`src/rtl/ram_lsu_pkg.sv`:
```
// Shared definitions for the RAM load/store initiator: access-size
// encodings, FSM state encoding, the latched load context and the
// alignment check used by both the datapath and the control.
package ram_lsu_pkg;

  // Request size encodings
  localparam logic [1:0] SZ_BYTE = 2'b00;
  localparam logic [1:0] SZ_HALF = 2'b01;
  localparam logic [1:0] SZ_WORD = 2'b10;
  localparam logic [1:0] SZ_ILL  = 2'b11;

  // FSM state encoding
  localparam logic [1:0] ST_IDLE = 2'b00;
  localparam logic [1:0] ST_RD   = 2'b01;
  localparam logic [1:0] ST_RSP  = 2'b10;

  // Load shaping information captured at accept; the CPU may change
  // req_* immediately after the handshake.
  typedef struct packed {
    logic [1:0] size;
    logic       sgn;
    logic [1:0] off;
  } ld_ctx_t;

  // 1 when the access is misaligned for its size or the size is illegal
  function automatic logic access_err(input logic [1:0] size, input logic [1:0] off);
    logic err;
    case (size)
      SZ_BYTE: err = 1'b0;
      SZ_HALF: err = off[0];
      SZ_WORD: err = |off;
      default: err = 1'b1;
    endcase
    return err;
  endfunction

endpackage

```
`src/rtl/ram_lsu_master_if.sv`:
```
// CPU request/response and RAM bus signals of the load/store initiator.
// master = the initiator itself, slave = CPU + RAM environment.
interface ram_lsu_master_if #(
  parameter int AW = 13
);

  // CPU request
  logic          req_valid;
  logic          req_ready;
  logic          req_we;
  logic [1:0]    req_size;
  logic          req_signed;
  logic [AW+1:0] req_addr;
  logic [31:0]   req_wdata;

  // CPU response
  logic          rsp_valid;
  logic          rsp_ready;
  logic [31:0]   rsp_rdata;
  logic          rsp_err;

  // RAM port
  logic [AW-1:0] ram_addr;
  logic [3:0]    ram_sel;
  logic [31:0]   ram_di;
  logic          ram_we;
  logic [31:0]   ram_doq;

  modport master (
    input  req_valid, req_we, req_size, req_signed, req_addr, req_wdata,
    output req_ready,
    output rsp_valid, rsp_rdata, rsp_err,
    input  rsp_ready,
    output ram_addr, ram_sel, ram_di, ram_we,
    input  ram_doq
  );

  modport slave (
    output req_valid, req_we, req_size, req_signed, req_addr, req_wdata,
    input  req_ready,
    input  rsp_valid, rsp_rdata, rsp_err,
    output rsp_ready,
    input  ram_addr, ram_sel, ram_di, ram_we,
    output ram_doq
  );

endinterface

```
`src/rtl/ram_lsu_align.sv`:
```
// Combinational lane logic for the big-endian RAM: byte selects and
// lane-replicated store data for the live request, and extraction plus
// sign/zero extension of load data using the latched load context.
// Byte offset 0 is the most significant lane (sel[3], data[31:24]).
module ram_lsu_align
  import ram_lsu_pkg::*;
(
  input  logic [1:0]  i_st_size,
  input  logic [1:0]  i_st_off,
  input  logic [31:0] i_st_wdata,
  input  logic [1:0]  i_ld_size,
  input  logic [1:0]  i_ld_off,
  input  logic        i_ld_signed,
  input  logic [31:0] i_ld_doq,
  output logic [3:0]  o_sel,
  output logic [31:0] o_di,
  output logic        o_err,
  output logic [31:0] o_ld_data
);

  logic [7:0]  w_ld_byte;
  logic [15:0] w_ld_half;

  // Byte selects, replicated write data and access check for the live request
  always_comb begin
    o_sel = 4'b0000;
    o_di  = 32'h0000_0000;
    o_err = access_err(i_st_size, i_st_off);
    case (i_st_size)
      SZ_BYTE: begin
        o_sel = 4'b1000 >> i_st_off;
        o_di  = {4{i_st_wdata[7:0]}};
      end
      SZ_HALF: begin
        o_sel = i_st_off[1] ? 4'b0011 : 4'b1100;
        o_di  = {2{i_st_wdata[15:0]}};
      end
      SZ_WORD: begin
        o_sel = 4'b1111;
        o_di  = i_st_wdata;
      end
      default: begin
        o_sel = 4'b0000;
        o_di  = 32'h0000_0000;
      end
    endcase
  end

  // Select the addressed byte and half-word lanes of the read word
  always_comb begin
    w_ld_byte = 8'h00;
    case (i_ld_off)
      2'd0:    w_ld_byte = i_ld_doq[31:24];
      2'd1:    w_ld_byte = i_ld_doq[23:16];
      2'd2:    w_ld_byte = i_ld_doq[15:8];
      default: w_ld_byte = i_ld_doq[7:0];
    endcase
    if (i_ld_off[1]) begin
      w_ld_half = i_ld_doq[15:0];
    end else begin
      w_ld_half = i_ld_doq[31:16];
    end
  end

  // Right-justify and extend the selected lane to 32 bits
  always_comb begin
    o_ld_data = 32'h0000_0000;
    case (i_ld_size)
      SZ_BYTE: o_ld_data = {{24{i_ld_signed & w_ld_byte[7]}}, w_ld_byte};
      SZ_HALF: o_ld_data = {{16{i_ld_signed & w_ld_half[15]}}, w_ld_half};
      SZ_WORD: o_ld_data = i_ld_doq;
      default: o_ld_data = 32'h0000_0000;
    endcase
  end

endmodule

```
`src/rtl/ram_lsu_master.sv`:
```
// Load/store initiator for a synchronous single-port data RAM with
// byte-select writes and a registered read address. One request in flight:
// stores and rejected accesses respond one cycle after accept, loads two
// cycles after accept (one RAM read-latency cycle in RD). The RAM lines are
// driven combinationally from the live request; only the accept cycle may
// write.
module ram_lsu_master
  import ram_lsu_pkg::*;
#(
  parameter int AW = 13
) (
  input  logic             clk,
  input  logic             rst,
  ram_lsu_master_if.master bus
);

  logic [1:0]  r_state;
  logic [1:0]  w_state_nxt;
  ld_ctx_t     r_ld;
  logic [31:0] r_rdata;
  logic        r_err;

  logic        w_accept;
  logic        w_err;
  logic [3:0]  w_sel;
  logic [31:0] w_di;
  logic [31:0] w_ld_data;

  assign w_accept = bus.req_valid & (r_state == ST_IDLE);

  ram_lsu_align u_align (
    .i_st_size   (bus.req_size),
    .i_st_off    (bus.req_addr[1:0]),
    .i_st_wdata  (bus.req_wdata),
    .i_ld_size   (r_ld.size),
    .i_ld_off    (r_ld.off),
    .i_ld_signed (r_ld.sgn),
    .i_ld_doq    (bus.ram_doq),
    .o_sel       (w_sel),
    .o_di        (w_di),
    .o_err       (w_err),
    .o_ld_data   (w_ld_data)
  );

  assign bus.req_ready = (r_state == ST_IDLE);
  assign bus.ram_addr  = bus.req_addr[AW+1:2];
  assign bus.ram_sel   = w_sel;
  assign bus.ram_di    = w_di;
  assign bus.ram_we    = w_accept & bus.req_we & ~w_err;
  assign bus.rsp_valid = (r_state == ST_RSP);
  assign bus.rsp_rdata = r_rdata;
  assign bus.rsp_err   = r_err;

  // Next-state decode: clean loads wait a read cycle, everything else responds next
  always_comb begin
    w_state_nxt = r_state;
    case (r_state)
      ST_IDLE: begin
        if (w_accept) begin
          if (w_err | bus.req_we) begin
            w_state_nxt = ST_RSP;
          end else begin
            w_state_nxt = ST_RD;
          end
        end else begin
          w_state_nxt = ST_IDLE;
        end
      end
      ST_RD: begin
        w_state_nxt = ST_RSP;
      end
      ST_RSP: begin
        if (bus.rsp_ready) begin
          w_state_nxt = ST_IDLE;
        end else begin
          w_state_nxt = ST_RSP;
        end
      end
      default: begin
        w_state_nxt = ST_IDLE;
      end
    endcase
  end

  // State register; reset abandons any in-flight load
  always_ff @(posedge clk) begin
    if (rst) begin
      r_state <= ST_IDLE;
    end else begin
      r_state <= w_state_nxt;
    end
  end

  // Capture load shaping info at accept so later req_* changes cannot corrupt it
  always_ff @(posedge clk) begin
    if (rst) begin
      r_ld <= '0;
    end else if (w_accept) begin
      r_ld <= '{size: bus.req_size, sgn: bus.req_signed, off: bus.req_addr[1:0]};
    end else begin
      r_ld <= r_ld;
    end
  end

  // Response payload: zero for stores/errors, shaped RAM data for loads, held until consumed
  always_ff @(posedge clk) begin
    if (rst) begin
      r_rdata <= 32'h0000_0000;
      r_err   <= 1'b0;
    end else begin
      case (r_state)
        ST_IDLE: begin
          if (w_accept) begin
            r_rdata <= 32'h0000_0000;
            r_err   <= w_err;
          end
        end
        ST_RD: begin
          r_rdata <= w_ld_data;
          r_err   <= 1'b0;
        end
        ST_RSP: begin
          if (bus.rsp_ready) begin
            r_rdata <= 32'h0000_0000;
            r_err   <= 1'b0;
          end
        end
        default: begin
          r_rdata <= 32'h0000_0000;
          r_err   <= 1'b0;
        end
      endcase
    end
  end

endmodule

```
`src/flat_wrapper.sv`:
```
// flat-port wrapper written by rule: the top's interface ports become plain ports
module ram_lsu_master_flat import ram_lsu_pkg::*;
#(
  parameter int AW = 13
)
  (clk, rst, bus_req_valid, bus_req_we, bus_req_size, bus_req_signed, bus_req_addr, bus_req_wdata, bus_req_ready, bus_rsp_valid, bus_rsp_rdata, bus_rsp_err, bus_rsp_ready, bus_ram_addr, bus_ram_sel, bus_ram_di, bus_ram_we, bus_ram_doq);
  ram_lsu_master_if #(.AW(AW)) bus_i ();
  input  logic clk;
  input  logic rst;
  input wire logic [$bits(bus_i.req_valid)-1:0] bus_req_valid;
  input wire logic [$bits(bus_i.req_we)-1:0] bus_req_we;
  input wire logic [$bits(bus_i.req_size)-1:0] bus_req_size;
  input wire logic [$bits(bus_i.req_signed)-1:0] bus_req_signed;
  input wire logic [$bits(bus_i.req_addr)-1:0] bus_req_addr;
  input wire logic [$bits(bus_i.req_wdata)-1:0] bus_req_wdata;
  output wire logic [$bits(bus_i.req_ready)-1:0] bus_req_ready;
  output wire logic [$bits(bus_i.rsp_valid)-1:0] bus_rsp_valid;
  output wire logic [$bits(bus_i.rsp_rdata)-1:0] bus_rsp_rdata;
  output wire logic [$bits(bus_i.rsp_err)-1:0] bus_rsp_err;
  input wire logic [$bits(bus_i.rsp_ready)-1:0] bus_rsp_ready;
  output wire logic [$bits(bus_i.ram_addr)-1:0] bus_ram_addr;
  output wire logic [$bits(bus_i.ram_sel)-1:0] bus_ram_sel;
  output wire logic [$bits(bus_i.ram_di)-1:0] bus_ram_di;
  output wire logic [$bits(bus_i.ram_we)-1:0] bus_ram_we;
  input wire logic [$bits(bus_i.ram_doq)-1:0] bus_ram_doq;
  assign bus_i.req_valid = bus_req_valid;
  assign bus_i.req_we = bus_req_we;
  assign bus_i.req_size = bus_req_size;
  assign bus_i.req_signed = bus_req_signed;
  assign bus_i.req_addr = bus_req_addr;
  assign bus_i.req_wdata = bus_req_wdata;
  assign bus_req_ready = bus_i.req_ready;
  assign bus_rsp_valid = bus_i.rsp_valid;
  assign bus_rsp_rdata = bus_i.rsp_rdata;
  assign bus_rsp_err = bus_i.rsp_err;
  assign bus_i.rsp_ready = bus_rsp_ready;
  assign bus_ram_addr = bus_i.ram_addr;
  assign bus_ram_sel = bus_i.ram_sel;
  assign bus_ram_di = bus_i.ram_di;
  assign bus_ram_we = bus_i.ram_we;
  assign bus_i.ram_doq = bus_ram_doq;
  ram_lsu_master #(.AW(AW)) u_core (.clk(clk), .rst(rst), .bus(bus_i));
endmodule
```
`config.mk`:
```
export PLATFORM = sky130hd
export DESIGN_NAME = ram_lsu_master_flat
export DESIGN_NICKNAME = d
export VERILOG_FILES = /design/src/rtl/ram_lsu_pkg.sv /design/src/rtl/ram_lsu_master_if.sv /design/src/rtl/ram_lsu_align.sv /design/src/rtl/ram_lsu_master.sv /design/src/flat_wrapper.sv
export SDC_FILE = /design/constraint.sdc
export NUM_CORES = 1
export LEC_CHECK = 0
export CAP_MARGIN = 10
export CORE_ASPECT_RATIO = 1.5
export CORE_MARGIN = 2
export CORE_UTILIZATION = 35
export DETAILED_ROUTE_END_ITERATION = 8
export PLACE_DENSITY = 0.85
export REMOVE_ABC_BUFFERS = 1
export SETUP_SLACK_MARGIN = 0.4
export SYNTH_ARGS = -nofsm -noshare
export SYNTH_HDL_FRONTEND = slang
export SYNTH_SLANG_ARGS = --single-unit
export TNS_END_PERCENT = 10
```
`constraint.sdc`:
```
create_clock -name clk -period 2.1 [get_ports clk]
set_clock_uncertainty 0.1 [all_clocks]
set_input_delay 0.42 -clock clk [delete_from_list [all_inputs] [get_ports clk]]
set_output_delay 0.42 -clock clk [all_outputs]
set_load 0.01 [all_outputs]
```
==> results.md, run 1 <==
- Filler cell count: 597
- Mapped Area: 2690 um^2
- CTS Buf Count: 5
- Final hold violation count: 0
- Setup-failing EPs final: 0
- Worst-Skew Late Latency: 280 ps
- Synthesis Warnings: 0
- Final std cells w/o fill: 573
- Detail Route Antenna Nets: 0
- Storage element area: 805.8 um^2
- DIE AREA: 8417 um^2
- Die Width: 75.58 um
- Worst setup margin: 328.1 ps
- Largest family of logic cells by synthesized area: compound AO/OA/AOI/OAI gates
- Pre-CTS WS: -522.4 ps
- Pre-antenna DRT Iters: 5
- Worst hold slack: 279.3 ps
- Drt drc: 0
- Critical-path top delay cell: clkdlybuf4s50_1
- Post-placement cell count: 543
- Largest net degree at the start of global routing: 25
- Drt via density: 5.836
- GP Congestion: 0.8163
- Mux contribution to synthesized area: 0.1456
- FP Rows: 39
- Sink Count: 40
- Post-synth cell types: 38
- GRT overflow: 0
- DRT iter0 DRCs: 238
- Slew margin rel.: 0.5556
- CP peak stage delay: 590 ps
- Max VDD drop: 303.4 uV
- Post-Synth XOR/XNOR Area: 0
- Max Cap Viol: 0
- First-pass GRT wire length: 16,690 um
- Multi-input gate area: 1780 um^2
- IO Port Bufs: 145
- Worst-Margin Slew: 665.8 ps
- Slew Limit Fails: 0
- I/O pin cnt: 172
- Routed vias: 3,344
- Worst min path class: in -> reg
- Final Cycle Share: 0.8438
- CP arrival: 1250 ps
- Maximum clock rate: 564.4 MHz
- Share of layout cells above drive strength 1: 0.3255
- Core Area: 7515 um^2
- Root Buffer: clkbuf_16
- Delay-heaviest family, CP: buffers and inverters
- Post-layout util: 0.6424
- Synthesis-stage register bit count: 40
- Initial Utilization: 0.3580
- Crit-path max FO: 3
- WP buf/inv: 1
- Pleak: 0.002100 uW
- Synth Area in Adders: 0
- Vias in the first global route: 3,452
- Outcome: completed
- Setup TNS: 0 ps
- Deepest level of the CTS H-tree: 2
- Synth area leader: dfxtp_1
- Hold path startpoint: bus_req_we
- Nets: 556
- Power Dens Cells: 527.5 nW/um^2
- Dpl hpwl: 7247 um
- Dominant cells by area after synthesis: dfxtp_1 30%, a21oi_1 6.5%, mux4_1 5.9%
- Complex-gate fraction of the synthesized area: 0.3321
- Fin crit period: 1772 ps
- Seq/Total Area, Yosys: 0.2977
- Area grow syn2layout: 79.44%
- Count leader, synth: dfxtp_1
- RSZ-0062 raised after global routing: yes
- Synthesized area per cell: 8.791 um^2
- Synth cell count leaders: 40 x dfxtp_1, 35 x a21oi_1, 23 x nand2_1, 18 x a211oi_1
- Async SR Flop Fraction: 0
- Aggregate routed wire length: 11,910 um
- Critical path class: reg -> out
- Overall die height: 111.4 um
- Simple-gate portion of the synthesized area: 0.1102
- Crit path required time: 1580 ps
- Dominant synthesized flop cell: dfxtp_1
- CP Launch Type: flip-flop
- WL/cell: 20.78 um
- Longest Clk Path Bufs: 2
- Top cell type's share of synthesized area: 0.2977
- Antenna violations before repair: 1
- Clk slew on worst S/H paths: 60 ps
- Post-synth EDFFs: 0
- Cells after Synth: 306
- Crit end category: primary output
- Critical Path Start: u_core.bus.rsp_rdata[24]
- CTS tree: yes
- Worst-path cell chain: clkdlybuf4s50_1
- Overall Global Routing Usage: 0.2544
- RR Startpoint: u_core.r_state[1]
-- area by class of cell --
type,count,share of cell area
repair buffers,197,0.3901
inverters,12,0.009331
flip-flops and latches,40,0.1669
diodes,1,0.0005184
clock inverters,1,0.006221
multi-input cells,213,0.3688
clock buffers,7,0.03162
well taps,102,0.02644
-- worst reg2reg max path, stage by stage (launching register included) --
cell and delay, ps:
dfxtp_1 320, buf_4 160, nor2b_1 240, a211oi_4 100, buf_6 150, buf_4 150, a221oi_1 350, a211oi_2 60
-- path summary, 6_finish.rpt --
check | endpoint | slack, ps | cells past startpoint
setup / recovery | bus_rsp_rdata[24] | 330 | 1
hold reg to reg | u_core.bus.rsp_rdata[14] | 380 | 1
setup reg to reg | u_core.bus.rsp_rdata[7] | 350 | 7
hold / removal | u_core.r_state[0] | 280 | 2
-- repair_timing --
| item | 4_1_cts | 5_1_grt |
|---|---|---|
| gates resized for setup | 153 | 96 |
| buffers inserted | 9 | 5 |
| endpoints found under the setup margin | 95 | 103 |
| hold buffers | 0 | 0 |
| pin swaps | 7 | 15 |
| gates cloned | 5 | 2 |
-- where the power goes --
group / switching, uW / internal, uW / leakage (uW)
Clock: 315 / 626 / 0.0000901
Sequential: 15.9 / 773 / 0.000325
Combinational: 384 / 432 / 0.00168
-- flip-flops by register name, summed over array words and instances, names as in the netlist --
register              cells
u_core.bus.rsp_rdata     32
u_core.r_ld               5
u_core.r_state            2
u_core.bus.rsp_err        1
-- cell families after synthesis --
family | after synthesis
multiplexers | 26
AO/OA/AOI/OAI | 127
flip-flops | 40
buffers and inverters | 53
AND/OR/NAND/NOR | 60
-- routing by layer --
metal | up-vias | global-route usage | share of wire
li1 | 1474 | - | -
met1 | 1595 | 0.2636 | 0.34
met2 | 237 | 0.4464 | 0.52
met3 | 38 | 0.08235 | 0.10
met4 | 0 | 0.1158 | 0.036
met5 | - | 0 | 0
-- stage by stage --
stage,instance area (um^2),power (uW)
global placement,4297,1492
detailed placement,4297,1505
global route,4827,2625
floorplan,2427,1067
CTS,4637,2461
finish,4827,2546
-- cell usage in the layout (no fill, tap or decap), drive strengths merged --
master         instances
clkdlybuf4s50         75
diode                  1
o31ai                  1
mux2i                 11
mux4                   8
and4                   1
dlymetal6s2s          16
and2                   8
buf                   73
o2bb2ai                8
o21a                   2
clkbuf                24
dlygate4sd2           15
inv                   12
nor2b                  4
nor3b                  1
o21ai                 10
nand2b                 2
a211oi                19
a221o                  7
nor3                   2
a21oi                 36
nand2                 23
a221oi                 9
dfxtp                 40
bufinv                 1
a22oi                 17
nor2                  15
or2b                   1
o2111ai                1
mux2                   7
a21o                  17
nor4                   2
and2b                  1
clkdlybuf4s15          1
No activity file was read; power rests on OpenSTA's default activity.
==> run 2: changes to the inputs <==
- CORE_UTILIZATION: 35 -> 33
- PLACE_DENSITY: 0.85 -> 0.84
- clock period: 2.1 -> 1.6 ns (I/O delays scaled with it)
==> results.md, run 2 (synthesized netlist as in run 1, its figures left out) <==
- CTS tree: yes
- Area grow syn2layout: 87.49%
- Worst hold slack: 327.6 ps (+48.36 ps)
- Crit path required time: 1670 ps (+90 ps)
- DIE AREA: 8905 um^2 (+5.8%)
- Pre-antenna DRT Iters: 4 (-1)
- Dpl hpwl: 7567 um (+4.4%)
- Worst-Skew Late Latency: 280 ps (about the same)
- Worst R2R Path Depth: 4 (-3)
- Drt via density: 5.496 (-5.8%)
- Max Used Layer: met4
- Crit end category: flip-flop
- Storage element area: 809.5 um^2 (+0.47%)
- Root Buffer: clkbuf_16
- Worst hold path cell count: 4 (+2)
- CTS Buf Count: 5 (unchanged)
- Longest Clk Path Bufs: 2 (unchanged)
- First-pass GRT wire length: 17,020 um (+2.0%)
- CP Launch Type: flip-flop
- Aggregate routed wire length: 11,000 um (-7.6%)
- Worst-Margin Slew: 578.3 ps (-87.50 ps)
- FP Rows: 40 (+2.6%)
- Max VDD drop: 493.1 uV (+63%)
- Final hold violation count: 0 (unchanged)
- WL met3: 946 um (-21%)
- WP buf/inv: 1 (unchanged)
- GP Congestion: 0.7862 (-3.7%)
- Core Area: 7958 um^2 (+5.9%)
- Violated checks: setup timing
- Hold_buf cts: 0 (unchanged)
- Delay-heaviest family, CP: multiplexers
- RSZ-0062 raised after global routing: yes
- Initial Utilization: 0.3381 (-0.01993)
- I/O pin cnt: 172 (unchanged)
- Die Width: 77.72 um (+2.8%)
- Max reg flops: 32 (unchanged)
- GRT overflow: 0 (unchanged)
- Pleak: 0.002140 uW (+1.9%)
- Worst-path cell chain: buf_12, mux4_2, and2_4, a221o_1
- Post-layout util: 0.6338 (-0.008553)
- Routed vias: 3,303 (-1.2%)
- Crit-path max FO: 7 (+4)
- Drt drc: 0 (unchanged)
- Critical path class: reg -> reg
- Slew margin rel.: 0.6123 (+0.05671)
- Most frequent cells in the layout: 53 x buf_4, 46 x clkdlybuf4s50_1, 42 x buf_2
- Deepest level of the CTS H-tree: 2 (unchanged)
- Vias in the first global route: 3,470 (+0.52%)
- Antenna cell count: 0 (-1)
- Overall die height: 114.6 um (+2.9%)
- Worst r2r dst: u_core.bus.rsp_rdata[2]
- Fin crit period: 1720 ps
- Largest net degree at the start of global routing: 21 (-16%)
- DRT iter0 DRCs: 167 (-30%)
- CP arrival: 1790 ps (+540 ps)
- Filler cell count: 611 (+2.3%)
- Critical-path top delay cell: mux4_2
- Met1 wire length: 3855 um (-4.5%)
- Antenna violations before repair: 0 (-1)
- Overall Global Routing Usage: 0.2388 (-0.01554)
- WL/cell: 18.31 um (-12%)
- Maximum clock rate: 581.5 MHz
- CP peak stage delay: 500 ps (-90 ps)
- Slew Limit Fails: 0 (unchanged)
- RR Startpoint: u_core.r_ld[1]
- Nets: 582 (+4.7%)
- Power Dens Cells: 633.5 nW/um^2 (+20%)
- Max Cap Viol: 0 (unchanged)
- Hold path endpoint: u_core.r_ld[1]
- Detail Route Antenna Nets: 0 (unchanged)
- Sink Count: 40 (unchanged)
- Outcome: finished, violations left
- Multi-input gate area: 1888 um^2 (+6.0%)
- Share of layout cells above drive strength 1: 0.5081 (+0.1825)
- Clk slew on worst S/H paths: 60 ps (about the same)
- Worst setup margin: -119.6 ps (-447.6 ps)
- Most common cell after layout, fill and taps aside: buf_4
- Hold path startpoint: bus_req_addr[1]
- IO Port Bufs: 145 (unchanged)
- Final Cycle Share: 1.075
- Setup-failing EPs final: 33 (+33)
- R2R setup slack: -120 ps (-470 ps)
- Metal2 WL: 5811 um (-6.9%)
- Worst min path class: in -> reg
run 2: cell types whose count changed in the layout (fill, tap and decap cells not counted), sizes merged, moves of 5 or more:
| cell | change |
|---|---|
| dlygate4sd2 | +5 |
| clkdlybuf4s15 | +20 |
| dlymetal6s2s | -14 |
| clkdlybuf4s50 | -29 |
| clkbuf | -17 |
| buf | +60 |
run 2: layout make-up:
type / instances / area share
Clock buffer: 6 / 0.02754
Clock inverter: 2 / 0.001985
Inverter: 12 / 0.008931
Multi-Input combinational cell: 213 / 0.3743
Sequential cell: 40 / 0.1605
Tap cell: 105 / 0.02605
Timing Repair Buffer: 223 / 0.4006
run 2: routing by layer:
layer	track usage	vias up
li1	-	1521
met1	0.2445	1548
met2	0.4443	204
met3	0.07098	30
met4	0.1012	0
met5	0	-
run 2: how the worst max path moves through the flow:
stage                          endpoint               from  slack, ps  depth (start not counted)
6_report        u_core.bus.rsp_rdata[2]     u_core.r_ld[1]       -120                          4
5_1_grt        u_core.bus.rsp_rdata[19]     u_core.r_ld[1]       -160                          7
4_1_cts        u_core.bus.rsp_rdata[19]     u_core.r_ld[1]       -130                          7
3_5_place_dp             bus_ram_di[13]    bus_req_size[0]       -840                          6
3_3_place_gp             bus_ram_di[13]    bus_req_size[0]       -810                          6
2_1_floorplan   u_core.bus.rsp_rdata[0]  u_core.r_state[1]       -720                          4
run 2: worst register-to-register path, delay by kind of cell (launching register included):
family	cells	cell delay (ps)
flops	1	420
mux	1	510
buf+inv	1	160
compound gates	1	260
simple gates	1	170
run 2: what timing repair did:
| item | 4_1_cts | 5_1_grt |
|---|---|---|
| gates cloned | 4 | 0 |
| endpoints found under the setup margin | 112 | 107 |
| buffers inserted | 9 | 0 |
| pin swaps | 27 | 16 |
| resized for setup | 376 | 72 |
run 2: stage by stage:
stage                     setup WS (ps)  setup TNS [ps]  instance area [um^2]  power [uW]  instances
after global routing             -163.4           -4802                  5044        3340        601
after CTS                        -125.5           -2731                  4823        3112        601
after detailed placement         -836.4          -41880                  4543        2043        580
after floorplan                  -718.2          -27590                  2427        1401        265
after global placement           -810.1          -39480                  4543        2019        580
final                            -119.6           -2396                  5044        3195        601
run 2: power breakdown:
part	leakage (uW)	total, uW	internal [uW]	switching, uW
Sequential	0.000326	1040	1020	22.4
Combinational	0.00174	1140	619	517
Clock	0.0000766	1020	615	406
Total	0.00214	3190	2250	945
